--- src/rtl/ddfs_phase_ctrl_if.sv ---
// ----------------------------------------------------------------------------
// ddfs_phase_ctrl_if
// Frequency-tuning-word handshake between the control/register side and the
// DDFS phase controller.
//   ftw_in    : new tuning word (held by the source until accepted)
//   ftw_valid : ftw_in is valid
//   ftw_ready : controller can accept a word; transfer on valid && ready
// Modports:
//   master : control side (drives ftw_in / ftw_valid)
//   slave  : phase controller (drives ftw_ready)
// ----------------------------------------------------------------------------
interface ddfs_phase_ctrl_if #(
  parameter int ACC_W = 24
) ();
  logic [ACC_W-1:0] ftw_in;
  logic             ftw_valid;
  logic             ftw_ready;

  modport master (output ftw_in, output ftw_valid, input ftw_ready);
  modport slave  (input ftw_in, input ftw_valid, output ftw_ready);
endinterface

--- src/rtl/ddfs_phase_ctrl.sv ---
// ----------------------------------------------------------------------------
// ddfs_phase_ctrl
// Phase-accumulator controller for the DDFS waveform LUT. Holds the frequency
// tuning word, steps the accumulator every RUN cycle, drives the registered
// LUT address and registers the LUT data as the output sample.
//
// Optional build macro: DDFS_SWEEP_EN
//   defined   : linear chirp, FTW += sweep_step on every wrap (clamped to
//               sweep_limit) unless a pending handshake word takes priority
//   undefined : sweep_step / sweep_limit ignored, no sweep logic
//
// Ports:
//   clk, rst_n    : clock (rising edge), asynchronous active-low reset
//   start, stop   : level controls; stop has priority
//   ftw_if        : FTW valid/ready handshake (slave modport)
//   phase_off     : static phase offset added to the LUT address
//   lut_address   : registered LUT address
//   lut_q         : LUT combinational data
//   sample_out    : registered sample, one cycle after its address
//   sample_valid  : sample_out valid
//   busy          : high while running
//   wrap          : one-cycle pulse on accumulator carry-out
//   sweep_step    : FTW increment per wrap (sweep build only)
//   sweep_limit   : FTW ceiling (sweep build only)
// ----------------------------------------------------------------------------
module ddfs_phase_ctrl #(
  parameter int ACC_W  = 24,
  parameter int ADDR_W = 8,
  parameter int DATA_W = 8
) (
  input  logic              clk,
  input  logic              rst_n,
  input  logic              start,
  input  logic              stop,
  ddfs_phase_ctrl_if.slave  ftw_if,
  input  logic [ADDR_W-1:0] phase_off,
  output logic [ADDR_W-1:0] lut_address,
  input  logic [DATA_W-1:0] lut_q,
  output logic [DATA_W-1:0] sample_out,
  output logic              sample_valid,
  output logic              busy,
  output logic              wrap,
  input  logic [ACC_W-1:0]  sweep_step,
  input  logic [ACC_W-1:0]  sweep_limit
);

  typedef enum logic {IDLE, RUN} state_t;

  state_t            state_q;
  logic [ACC_W-1:0]  acc_q;
  logic [ACC_W-1:0]  ftw_q;
  logic [ACC_W-1:0]  pend_q;
  logic              pend_vld_q;
  logic              ftw_ready_q;
  logic [ADDR_W-1:0] addr_q;
  logic              addr_vld_q;
  logic [DATA_W-1:0] sample_q;
  logic              sample_vld_q;
  logic              busy_q;
  logic              wrap_q;

  logic [ACC_W:0]    sum_d;
  logic [ADDR_W-1:0] addr_d;
  logic              xfer_d;

  // Accumulator step with carry; the top ADDR_W bits of the new phase plus
  // the offset form the next address (wraps modulo 2^ADDR_W).
  always_comb begin
    sum_d  = {1'b0, acc_q} + {1'b0, ftw_q};
    addr_d = sum_d[ACC_W-1 -: ADDR_W] + phase_off;
    xfer_d = ftw_if.ftw_valid && ftw_ready_q;
  end

`ifdef DDFS_SWEEP_EN
  logic [ACC_W:0]   sweep_sum_d;
  logic [ACC_W-1:0] sweep_d;

  // One extra bit so an overflowing increment still compares above the limit.
  always_comb begin
    sweep_sum_d = {1'b0, ftw_q} + {1'b0, sweep_step};
    if (sweep_sum_d > {1'b0, sweep_limit}) begin
      sweep_d = sweep_limit;
    end else begin
      sweep_d = sweep_sum_d[ACC_W-1:0];
    end
  end
`else
  logic unused_sweep;
  assign unused_sweep = ^{sweep_step, sweep_limit};
`endif

  // Pending word storage: data only, qualified by pend_vld_q.
  always_ff @(posedge clk) begin
    if (state_q == RUN && !stop && xfer_d) begin
      pend_q <= ftw_if.ftw_in;
    end
  end

  // Stage p0: control FSM, accumulator and address; stage p1: sample register.
  always_ff @(posedge clk or negedge rst_n) begin
    if (!rst_n) begin
      state_q      <= IDLE;
      acc_q        <= '0;
      ftw_q        <= '0;
      pend_vld_q   <= 1'b0;
      ftw_ready_q  <= 1'b1;
      addr_q       <= '0;
      addr_vld_q   <= 1'b0;
      sample_q     <= '0;
      sample_vld_q <= 1'b0;
      busy_q       <= 1'b0;
      wrap_q       <= 1'b0;
    end else begin
      sample_q     <= lut_q;
      sample_vld_q <= addr_vld_q;
      case (state_q)
        IDLE: begin
          wrap_q <= 1'b0;
          if (xfer_d) begin
            ftw_q <= ftw_if.ftw_in;
          end
          if (start && !stop) begin
            state_q    <= RUN;
            acc_q      <= '0;
            addr_q     <= phase_off;
            addr_vld_q <= 1'b1;
            busy_q     <= 1'b1;
          end
        end
        RUN: begin
          if (stop) begin
            // Phase, FTW and address freeze; a waiting word lands now.
            state_q     <= IDLE;
            addr_vld_q  <= 1'b0;
            busy_q      <= 1'b0;
            wrap_q      <= 1'b0;
            pend_vld_q  <= 1'b0;
            ftw_ready_q <= 1'b1;
            if (pend_vld_q) begin
              ftw_q <= pend_q;
            end else if (xfer_d) begin
              ftw_q <= ftw_if.ftw_in;
            end
          end else begin
            acc_q  <= sum_d[ACC_W-1:0];
            wrap_q <= sum_d[ACC_W];
            addr_q <= addr_d;
            if (sum_d[ACC_W] && pend_vld_q) begin
              // New word applies from the add after the wrap: phase-continuous.
              ftw_q       <= pend_q;
              pend_vld_q  <= 1'b0;
              ftw_ready_q <= 1'b1;
            end else begin
`ifdef DDFS_SWEEP_EN
              if (sum_d[ACC_W]) begin
                ftw_q <= sweep_d;
              end
`endif
              if (xfer_d) begin
                pend_vld_q  <= 1'b1;
                ftw_ready_q <= 1'b0;
              end
            end
          end
        end
        default: state_q <= IDLE;
      endcase
    end
  end

  assign lut_address      = addr_q;
  assign sample_out       = sample_q;
  assign sample_valid     = sample_vld_q;
  assign busy             = busy_q;
  assign wrap             = wrap_q;
  assign ftw_if.ftw_ready = ftw_ready_q;

endmodule

--- src/flat_wrapper.sv ---
// flat-port wrapper written by rule: the top's interface ports become plain ports
module ddfs_phase_ctrl_flat 
#(
  parameter int ACC_W  = 24,
  parameter int ADDR_W = 8,
  parameter int DATA_W = 8
)
  (clk, rst_n, start, stop, phase_off, lut_address, lut_q, sample_out, sample_valid, busy, wrap, sweep_step, sweep_limit, ftw_if_ftw_in, ftw_if_ftw_valid, ftw_if_ftw_ready);
  ddfs_phase_ctrl_if #(.ACC_W(ACC_W)) ftw_if_i ();
  input  logic clk;
  input  logic rst_n;
  input  logic start;
  input  logic stop;
  input  logic [ADDR_W-1:0] phase_off;
  output logic [ADDR_W-1:0] lut_address;
  input  logic [DATA_W-1:0] lut_q;
  output logic [DATA_W-1:0] sample_out;
  output logic sample_valid;
  output logic busy;
  output logic wrap;
  input  logic [ACC_W-1:0] sweep_step;
  input  logic [ACC_W-1:0] sweep_limit;
  input wire logic [$bits(ftw_if_i.ftw_in)-1:0] ftw_if_ftw_in;
  input wire logic [$bits(ftw_if_i.ftw_valid)-1:0] ftw_if_ftw_valid;
  output wire logic [$bits(ftw_if_i.ftw_ready)-1:0] ftw_if_ftw_ready;
  assign ftw_if_i.ftw_in = ftw_if_ftw_in;
  assign ftw_if_i.ftw_valid = ftw_if_ftw_valid;
  assign ftw_if_ftw_ready = ftw_if_i.ftw_ready;
  ddfs_phase_ctrl #(.ACC_W(ACC_W), .ADDR_W(ADDR_W), .DATA_W(DATA_W)) u_core (.clk(clk), .rst_n(rst_n), .start(start), .stop(stop), .ftw_if(ftw_if_i), .phase_off(phase_off), .lut_address(lut_address), .lut_q(lut_q), .sample_out(sample_out), .sample_valid(sample_valid), .busy(busy), .wrap(wrap), .sweep_step(sweep_step), .sweep_limit(sweep_limit));
endmodule
--- config.mk ---
export PLATFORM = sky130hd
export DESIGN_NAME = ddfs_phase_ctrl_flat
export DESIGN_NICKNAME = d
export VERILOG_FILES = /design/src/rtl/ddfs_phase_ctrl_if.sv /design/src/rtl/ddfs_phase_ctrl.sv /design/src/flat_wrapper.sv
export SDC_FILE = /design/constraint.sdc
export NUM_CORES = 1
export LEC_CHECK = 0
export ABC_CLOCK_PERIOD_IN_PS = 4800
export CORE_AREA = 2 2 110 112
export CTS_BUF_LIST = sky130_fd_sc_hd__clkbuf_4 sky130_fd_sc_hd__clkbuf_8 sky130_fd_sc_hd__clkbuf_16
export DETAILED_ROUTE_END_ITERATION = 12
export DIE_AREA = 0 0 112 114
export PLACE_DENSITY = 0.71
export SLEW_MARGIN = 20
export SYNTH_ARGS = -nofsm -noshare
export SYNTH_HDL_FRONTEND = slang
export SYNTH_SLANG_ARGS = --single-unit
--- constraint.sdc ---
create_clock -name clk -period 4.8 [get_ports clk]
set_input_delay 0.96 -clock clk [delete_from_list [all_inputs] [get_ports clk]]
set_output_delay 0.96 -clock clk [all_outputs]
set_load 0.005 [all_outputs]
==> flow_metrics.tcl <==
set metrics [dict create \
    status "finished, final reports clean" \
    p_leak_nw 2.59 \
    grt-ovfl-total 0 \
    worst-path-buf-inv 1 \
    final_nets 684 \
    cts_setup_buffers 0 \
    yosysTopAreaCellShare 0.337 \
    initial_core_util 0.437 \
    wl_met3_um 603 \
    ys_seq_area_frac 0.483 \
    antenna_cells 0 \
    cts_made_buffers 9 \
    skew_ns 0.00832 \
    vdd_ir_drop_max_mv 0.403 \
    async_reset_ff_frac 0.745 \
    hpwl_um 8310 \
    ioPinCount 113 \
    cap_violations 0 \
    critPathMaxStageDelay_ns 0.41 \
    tns_ns 0 \
    finalSetupViolations 0 \
    num_rows 40 \
    cp_top_family "compound AO/OA/AOI/OAI gates" \
    detail_route.vias_per_cell 5.90 \
    drc 0 \
    clk_latency_ns 0.35 \
    fp.coreArea_mm2 0.0117 \
    port_buffers 64 \
    die_y_um 114 \
    grt_pass1_wl_um 20500 \
    netlist_instances 498 \
    vias 4177 \
    ys_warn_count 0 \
    fmax_ghz 0.231 \
    endpoint_kind "flop" \
    antenna_left 0 \
    period_minus_slack_ns 4.32 \
    synth_edf_count 24 \
    gp_congestion 0.862 \
    finalCritPeriodShare 0.901 \
    routedWlPerCell_um 16.9 \
    grt_pass1_vias 4156 \
    top_layer_used "met4" \
    die_x_um 112 \
    cts_resized 0 \
    cts.clk_slew.worst_paths_ns 0.06 \
    track_usage 0.200 \
    rsz0062_at_grt "no" \
    dieArea_mm2 0.0128 \
    h-tree-depth 3 \
    cts_tree "built" \
    met1Wirelength_um 5260 \
    syn_avg_cell_area_um2 10.3 \
    cp_slowest_cell "fa_1" \
    drt_pass1_iterations 5 \
    wl_um 12000 \
    synthFlopType "dfrtp_1" \
    critPathRequiredTime_ns 5.02 \
    synth_seq_cells 94 \
    first_iter_violations 242 \
    power_density_mw_per_mm2 754 \
    slew_headroom 0.337 \
    tightest_slew_ns 0.994 \
    drive_gt1_frac 0.0642 \
    cp_cell_sequence "ha_1 -> inv_1 -> fa_1 -> nand2b_1 -> a211oi_1 -> o21ai_2 -> a21oi_2 -> a31oi_1 -> a31oi_1 -> xnor2_1 -> ha_1 -> fa_1 -> a21o_1 -> a21oi_1 -> o21bai_1 -> a21oi_1 -> xnor2_1 -> o22ai_1 -> o21ai_0" \
    grt_max_degree 49 \
    cp-start-kind "flop" \
    area_growth_syn_to_layout_pct 20.7 \
    holdWs_ns 0.440 \
    slew_viol_final 0 \
    mostFrequentLayoutCell "dfrtp_1" \
    worstPathArrival_ns 4.54 \
    cts-root-buf "clkbuf_16" \
    power.total_mw 4.65 \
    mostFrequentLayoutCells "69 x dfrtp_1, 65 x nor2_1, 63 x clkdlybuf4s50_1, 43 x a21oi_1" \
    netlist_area_mm2 0.00512 \
    antenna_found_initial 0 \
    synth_area_leaders "dfrtp_1 34%, edfxtp_1 14%, ha_1 8.1%" \
    synth_area_leader_cell "dfrtp_1" \
    wl_met2_um 5770 \
    cts_buffer_depth 2 \
    hold_viol 0 \
    synthesis.nets 626 \
    critPathMaxFanout 6 \
    min_path_type "flop to flop" \
    cts-hold-fix-buffers 0 \
    synth_cell_types 55 \
    cts_sinks 94 \
    critical_path_class "flop to flop" \
]
[cells in the mapped netlist, types with 6 or more instances]
cell / n
dfrtp_1: 69
o21ai_0: 28
a21oi_1: 43
clkbuf_1: 18
o32a_1: 25
xnor2_1: 12
a31oi_1: 6
a21o_1: 12
ha_1: 33
inv_1: 12
nand2_1: 33
edfxtp_1: 24
nand2b_1: 8
o22ai_1: 7
xor2_1: 9
a22o_1: 11
nor2_1: 66
[worst reg2reg max path: cells and delay by family (launching register included)]
kind	cells	cell delay [ns]
compound gates	11	2.14
xor+xnor	2	0.23
fa+ha+maj	4	1.22
buf+inv	1	0.06
flops	1	0.35
simple gates	1	0.20
[routing by layer]
layer,vias up,global-route usage
met5,-,0
met4,0,0.0951
met3,20,0.0340
met2,145,0.334
met1,2041,0.256
li1,1971,-
[power by group]
group	switching [mW]	internal, mW	total, mW
Sequential	0.175	1.08	1.26
Combinational	1.47	1.24	2.71
Clock	0.308	0.379	0.687
Total	1.95	2.70	4.65
[metrics by stage]
stage / utilization / setup slack [ns] / instances / area, µm²
after floorplan: - / 1.15 / 498 / 5120
after global placement: 0.503 / 0.633 / 692 / 5890
after detailed placement: 0.503 / 0.547 / 692 / 5890
after CTS: 0.527 / 0.500 / 708 / 6170
after global routing: 0.527 / 0.107 / 708 / 6170
final: 0.527 / 0.476 / 708 / 6170
[cell type report]
cell class / count / area, µm²
fill: 1055 / 5540
clock buffer: 12 / 254
sequential: 94 / 2470
timing repair buffer: 72 / 696
multi-input combinational: 367 / 2490
inverter: 12 / 45.0
clock inverter: 4 / 30.0
tap: 147 / 184
[kinds of logic (layout without fill, tap and decap cells)]
logic type	after synthesis	count (layout)	share of synthesized area
adder cells (fa/ha/maj)	35	35	0.0885
flip-flops	94	94	0.483
AND/OR/NAND/NOR	128	128	0.108
XOR/XNOR	21	21	0.0360
multiplexers	3	3	0.00587
AO/OA/AOI/OAI	180	180	0.247
buffers and inverters	37	100	0.0313
[state kept, by name, summed over array words and instances, names as in the netlist]
signal                   count
u_core.state_q               1
u_core.ftw_q                24
u_core.wrap                  1
u_core.sample_out            8
u_core.pend_q               24
u_core.lut_address           8
u_core.acc_q                24
u_core.sample_valid          1
u_core.pend_vld_q            1
u_core.addr_vld_q            1
u_core.ftw_if.ftw_ready      1
[path summary, 6_finish.rpt]
kind	startpoint	end	slack [ns]	depth (start not counted)
setup / recovery	u_core.ftw_q[0]	u_core.lut_address[6]	0.48	19
hold / removal	u_core.addr_vld_q	u_core.sample_valid	0.44	0
setup reg to reg	u_core.ftw_q[0]	u_core.lut_address[6]	0.48	19
hold reg to reg	u_core.addr_vld_q	u_core.sample_valid	0.44	0
max in group asynchronous	rst_n	u_core.acc_q[7]	3.09	2
min in group asynchronous	rst_n	u_core.ftw_q[5]	0.71	1
(Power assumes the default switching activity.)
